`config.mk`:
```
export PLATFORM = sky130hd
export DESIGN_NAME = dadda_mult_arbiter
export DESIGN_NICKNAME = d
export VERILOG_FILES = /design/src/rtl/dadda_mult_arbiter.sv
export SDC_FILE = /design/constraint.sdc
export NUM_CORES = 1
export LEC_CHECK = 0
export ABC_AREA = 1
export ABC_CLOCK_PERIOD_IN_PS = 18600
export CORE_MARGIN = 8
export CORE_UTILIZATION = 30
export DETAILED_ROUTE_END_ITERATION = 8
export PLACE_DENSITY = 0.55
export SYNTH_ARGS = -nofsm -noshare
export SYNTH_HDL_FRONTEND = slang
export SYNTH_SLANG_ARGS = --single-unit
```
`constraint.sdc`:
```
create_clock -name clk -period 18.6 [get_ports clk]
set_input_delay 3.72 -clock clk [delete_from_list [all_inputs] [get_ports clk]]
set_output_delay 3.72 -clock clk [all_outputs]
set_load 0.1 [all_outputs]
```
`src/rtl/dadda_mult_arbiter.sv`:
```
`default_nettype none
// +----------------------------------------------------------------------------+
// | Module   : dadda_mult_arbiter (with leaf dadda_8)                          |
// | Brief    : round-robin share of one signed 8x8 multiplier among NREQ       |
// |            requesters; optional fixed-point output via MULT_ARB_FXP_EN.    |
// | Revision : 1.0                                                             |
// +----------------------------------------------------------------------------+

module dadda_8 (
  input  logic [7:0]  a,
  input  logic [7:0]  b,
  output logic [15:0] y
);
  logic [15:0] w_a_ext;
  logic [15:0] w_acc;

  assign w_a_ext = {{8{a[7]}}, a};

  // Rows 0..6 carry positive weight; the b[7] row carries weight -2^7.
  always_comb begin
    w_acc = '0;
    for (int i = 0; i < 7; i++) begin
      if (b[i]) w_acc = w_acc + (w_a_ext << i);
    end
    if (b[7]) w_acc = w_acc - (w_a_ext << 7);
  end

  assign y = w_acc;
endmodule

module dadda_mult_arbiter #(
  parameter int NREQ = 4,
  parameter int IDW  = $clog2(NREQ),
  parameter int FRAC = 7
) (
  input  logic              clk,
  input  logic              rst_n,
  input  logic [NREQ-1:0]   req_valid,
  input  logic [NREQ*8-1:0] req_a,
  input  logic [NREQ*8-1:0] req_b,
  output logic [NREQ-1:0]   req_ready,
  output logic              rsp_valid,
  input  logic              rsp_ready,
  output logic [IDW-1:0]    rsp_id,
  output logic [15:0]       rsp_y,
  output logic [7:0]        rsp_q,
  output logic              busy
);
  typedef enum logic [1:0] {
    S_IDLE  = 2'd0,
    S_ISSUE = 2'd1,
    S_RESP  = 2'd2
  } state_t;

  state_t          r_state;
  state_t          w_state_nxt;
  logic [IDW-1:0]  r_rr_ptr;
  logic [IDW-1:0]  r_op_id;
  logic [IDW-1:0]  r_res_id;
  logic [7:0]      r_op_a;
  logic [7:0]      r_op_b;
  logic [15:0]     r_res_y;
  logic [15:0]     w_y;
  logic [IDW-1:0]  w_gnt_id;
  logic [IDW-1:0]  w_idx;
  logic            w_gnt_any;
  logic            w_arb_en;
  logic            w_take;

  // Scan offsets high to low so the smallest offset from r_rr_ptr wins.
  always_comb begin
    w_gnt_any = 1'b0;
    w_gnt_id  = '0;
    w_idx     = '0;
    for (int k = NREQ - 1; k >= 0; k--) begin
      if (int'(r_rr_ptr) + k >= NREQ) w_idx = IDW'(int'(r_rr_ptr) + k - NREQ);
      else                            w_idx = IDW'(int'(r_rr_ptr) + k);
      if (req_valid[w_idx]) begin
        w_gnt_any = 1'b1;
        w_gnt_id  = w_idx;
      end
    end
  end

  // Reset also masks the combinational grant so req_ready drops immediately.
  assign w_arb_en  = rst_n && ((r_state == S_IDLE) || ((r_state == S_RESP) && rsp_ready));
  assign w_take    = w_arb_en && w_gnt_any;
  assign req_ready = w_take ? (NREQ'(1) << w_gnt_id) : '0;

  always_comb begin
    w_state_nxt = r_state;
    case (r_state)
      S_IDLE:  if (w_gnt_any) w_state_nxt = S_ISSUE;
      S_ISSUE: w_state_nxt = S_RESP;
      S_RESP:  if (rsp_ready) w_state_nxt = w_gnt_any ? S_ISSUE : S_IDLE;
      default: w_state_nxt = S_IDLE;
    endcase
  end

  dadda_8 u_mult (
    .a (r_op_a),
    .b (r_op_b),
    .y (w_y)
  );

  always_ff @(posedge clk or negedge rst_n) begin
    if (!rst_n) begin
      r_state  <= S_IDLE;
      r_rr_ptr <= '0;
      r_op_id  <= '0;
      r_op_a   <= '0;
      r_op_b   <= '0;
      r_res_id <= '0;
      r_res_y  <= '0;
    end else begin
      r_state <= w_state_nxt;
      if (w_take) begin
        r_op_a   <= req_a[w_gnt_id*8 +: 8];
        r_op_b   <= req_b[w_gnt_id*8 +: 8];
        r_op_id  <= w_gnt_id;
        r_rr_ptr <= (w_gnt_id == IDW'(NREQ - 1)) ? '0 : w_gnt_id + IDW'(1);
      end
      if (r_state == S_ISSUE) begin
        r_res_y  <= w_y;
        r_res_id <= r_op_id;
      end
    end
  end

`ifdef MULT_ARB_FXP_EN
  localparam logic signed [16:0] c_half = 17'sd1 <<< (FRAC - 1);

  logic signed [16:0] w_rnd;
  logic signed [16:0] w_shf;
  logic [7:0]         w_q;
  logic [7:0]         r_res_q;

  // 17 bits hold the product plus the rounding offset without overflow.
  assign w_rnd = $signed({w_y[15], w_y}) + c_half;
  assign w_shf = w_rnd >>> FRAC;
  assign w_q   = (w_shf > 17'sd127)  ? 8'h7F :
                 (w_shf < -17'sd128) ? 8'h80 : w_shf[7:0];

  always_ff @(posedge clk or negedge rst_n) begin
    if (!rst_n)                 r_res_q <= '0;
    else if (r_state == S_ISSUE) r_res_q <= w_q;
  end

  assign rsp_q = r_res_q;
`else
  assign rsp_q = 8'h00;
`endif

  assign rsp_valid = (r_state == S_RESP);
  assign rsp_id    = r_res_id;
  assign rsp_y     = r_res_y;
  assign busy      = (r_state != S_IDLE);
endmodule

`default_nettype wire

```
==> metrics.md <==
| Metric | Value |
|---|---|
| Outcome | complete, no violations |
| # rows | 54 |
| Max-slew violation count | 0 |
| Clock root buffer | clkbuf_16 |
| H-tree depth | 2 |
| Critical Path Sink | req_ready[1] |
| Simple-gate area share of the yosys netlist | between 30 and 40% |
| Class of the worst hold path | reg2reg |
| Worst-path clk slew | 70 ps |
| Total GRT Usage | between 10% and 20% |
| Tcrit/Tclk final | a little under 60% |
| Starting DRT DRC Count | around 420 |
| R2R Setup Slk | approximately 8400 ps |
| R2R depth | 58 |
| Complex-gate fraction of the synthesized area | between 15 and 20% |
| RR Endpoint | rsp_y[15]$_DFFE_PN0N_ |
| Layout cells sized above 1 | 4.705% |
| Die width | between 150 and 200 µm |
| Final ANT Viol Nets | 0 |
| Hold_ws | 480.4 ps |
| Placed cell area | a little under 8000 µm² |
| 1st-pass router iterations | 4 |
| Vias in the first global route | 6649 |
| Area leader, netlist | nand2_1 |
| Unrepaired setup endpoints after global routing | false |
| Detailed Route WL | roughly 21 mm |
| Routability Congestion | between 0.8 and 0.9 |
| Area share of the largest cell type after synthesis | 18.01% |
| F_max | between 90 and 100 MHz |
| Post-Synthesis Cell Area | between 6000 and 7000 µm² |
| Largest net degree at the start of global routing | 42 |
| Setup TNS | 0 ps |
| Ys Warns | 0 |
| Synth Area in XOR/XNOR | under 10% |
| Wire per inst | ~14 µm |
| Critical Path Source Type | input port |
| Top-count cell post-synth | nand2_1 |
| First-pass GRT wire length | about 34 mm |
| Vias | 6977 |
| Final core occ | a little over a third |
| RR Startpoint | r_op_a[1]$_DFFE_PN0P_ |
| Final Hold Fails | 0 |
| Minimum clock period | approximately 11000 ps |
| Crit path max fanout | 15 |
| Area delta synth->final | 19.23% |
| Post-synthesis register bit count | 40 |
| GRT overflow | 0 |
| Pin slew with the least headroom to its limit | 1047 ps |
| Max-Slew Margin vs Limit | roughly 30% |
| Crit. Startpoint | req_valid[1] |
| Synth cell types | between 40 and 50 |
| Number of I/O port buffers | 94 |
| Adder-cell area share of the yosys netlist | 15.98% |
| Post-synthesis async set-or-reset flop share | 100.0% |
| Clock buffer depth | 2 |
| Synth Instances | approximately 1100 |
| Post-CTS Resized | 0 |
| Antenna violations before repair | 0 |
| Maxcap violations | 0 |
| I/O Pins | a little over 100 |
| Post-route cell area | 7953 µm² |
| Final HPWL DP | roughly 17 mm |
| Avg Cell Area, Syn | between 6 and 7 µm² |
| Worst-skew pair later-pin latency | ~290 ps |
| DRC | 0 |
| CTS Buf Count | 5 |
| Post-synthesis sequential area ratio | 15.01% |
| Hold buffer count at CTS | 0 |
| Critical path class | in2out |
| CP endpoint kind | output pin |
| Die height | approximately 170 µm |
| Mux contribution to synthesized area | 0% |
| Mean number of vias per cell | approximately 4.8 |
| Crit path required time | roughly 15000 ps |
| Clock sink total | 40 |
| Post-CTS repair timing setup buffer count | 0 |
| Synth top area cells | nand2_1 (18%), dfrtp_1 (15%), ha_1 (14%) |
| Die Area | 27260 µm² |
| Initial Util | 30.56% |
| Post-synth EDFFs | 0 |
| Largest family of logic cells by synthesized area | simple AND/OR/NAND/NOR gates |
| Core area | approximately 22000 µm² |
| Clock skew | roughly 9.5 ps |
| CP arrival | 7280 ps |
| CTS tree | yes |
| Top_reg_cell synth | dfrtp_1 |
| Final setup fails | 0 |
| Nets@finish | roughly 1300 |
| Synth top cells by count | nand2_1 (320), inv_1 (131), nand3_1 (107) |
| Ant. Diodes | 0 |
-- through the flow --
step,cells,setup WS (ps)
finish,1449,7598
global route,1449,7284
detailed placement,1441,7604
CTS,1449,7592
floorplan,1100,8685
global placement,1441,7655
-- per-layer routing --
layer,up-vias,track usage (%),wire [µm]
met4,0,2.948,184
met5,-,0,0
met3,9,3.793,1441
met2,167,25.83,9405
li1,3721,-,-
met1,3080,20.37,9949
-- cells by family after synthesis --
group,after synthesis
other,1
XOR/XNOR,33
buffers and inverters,172
adder cells (fa/ha/maj),81
flip-flops,40
AND/OR/NAND/NOR,574
AO/OA/AOI/OAI,192
-- worst min-delay path by stage --
stage	endpoint	startpoint	slack, ps	cells after the start
4_1_cts	rsp_y[0]$_DFFE_PN0N_	rsp_y[0]$_DFFE_PN0N_	480	2
3_3_place_gp	rsp_y[7]$_DFFE_PN0N_	rsp_y[7]$_DFFE_PN0N_	470	2
5_1_grt	rsp_y[6]$_DFFE_PN0N_	rsp_y[6]$_DFFE_PN0N_	500	2
3_5_place_dp	rsp_y[7]$_DFFE_PN0N_	rsp_y[7]$_DFFE_PN0N_	460	2
2_1_floorplan	r_op_id[0]$_DFFE_PN0P_	r_op_id[0]$_DFFE_PN0P_	480	2
6_report	rsp_y[6]$_DFFE_PN0N_	rsp_y[6]$_DFFE_PN0N_	480	2
-- cells in the final DEF (no fill, tap or decap), types with 8 or more instances in the layout --
cell,n
nor2_1,87
o21ai_2,17
conb_1,8
ha_1,74
or2_2,16
o22ai_1,11
clkdlybuf4s50_1,93
dfrtp_1,40
xor2_1,26
o21ai_1,8
a21oi_1,59
nor3_1,8
inv_1,131
nand3_1,107
o21ai_0,65
nand3b_1,8
o211ai_1,11
nand4_1,11
and2_1,9
nand2_1,320
-- worst max-delay path: stages --
cell	delay, ps
clkdlybuf4s50_1	410
or2_1	240
o21ai_2	90
o21ai_1	120
nor2_1	110
o21ai_1	90
a21oi_2	650
inv_1	450
ha_1	310
inv_1	50
nor2_1	40
clkdlybuf4s50_1	990
-- area by class of cell --
cell class                      instances  area [µm²]
Multi-Input combinational cell        888        4959
Clock buffer                            5       125.1
Timing Repair Buffer                   96       950.9
Sequential cell                        40        1001
Inverter                              137       519.2
Fill cell                            2416       13870
Clock inverter                          3       47.55
Tap cell                              280       350.3
-- flip-flops by register name, summed over array words and instances, names as in the netlist --
name / cells
r_state: 2
r_op_a: 8
rsp_id: 2
rsp_y: 16
r_op_id: 2
r_rr_ptr: 2
r_op_b: 8
Power is left out: the tool's default activity adds up to more than one toggle a clock period on the data nets, which glitch-free logic cannot reach.
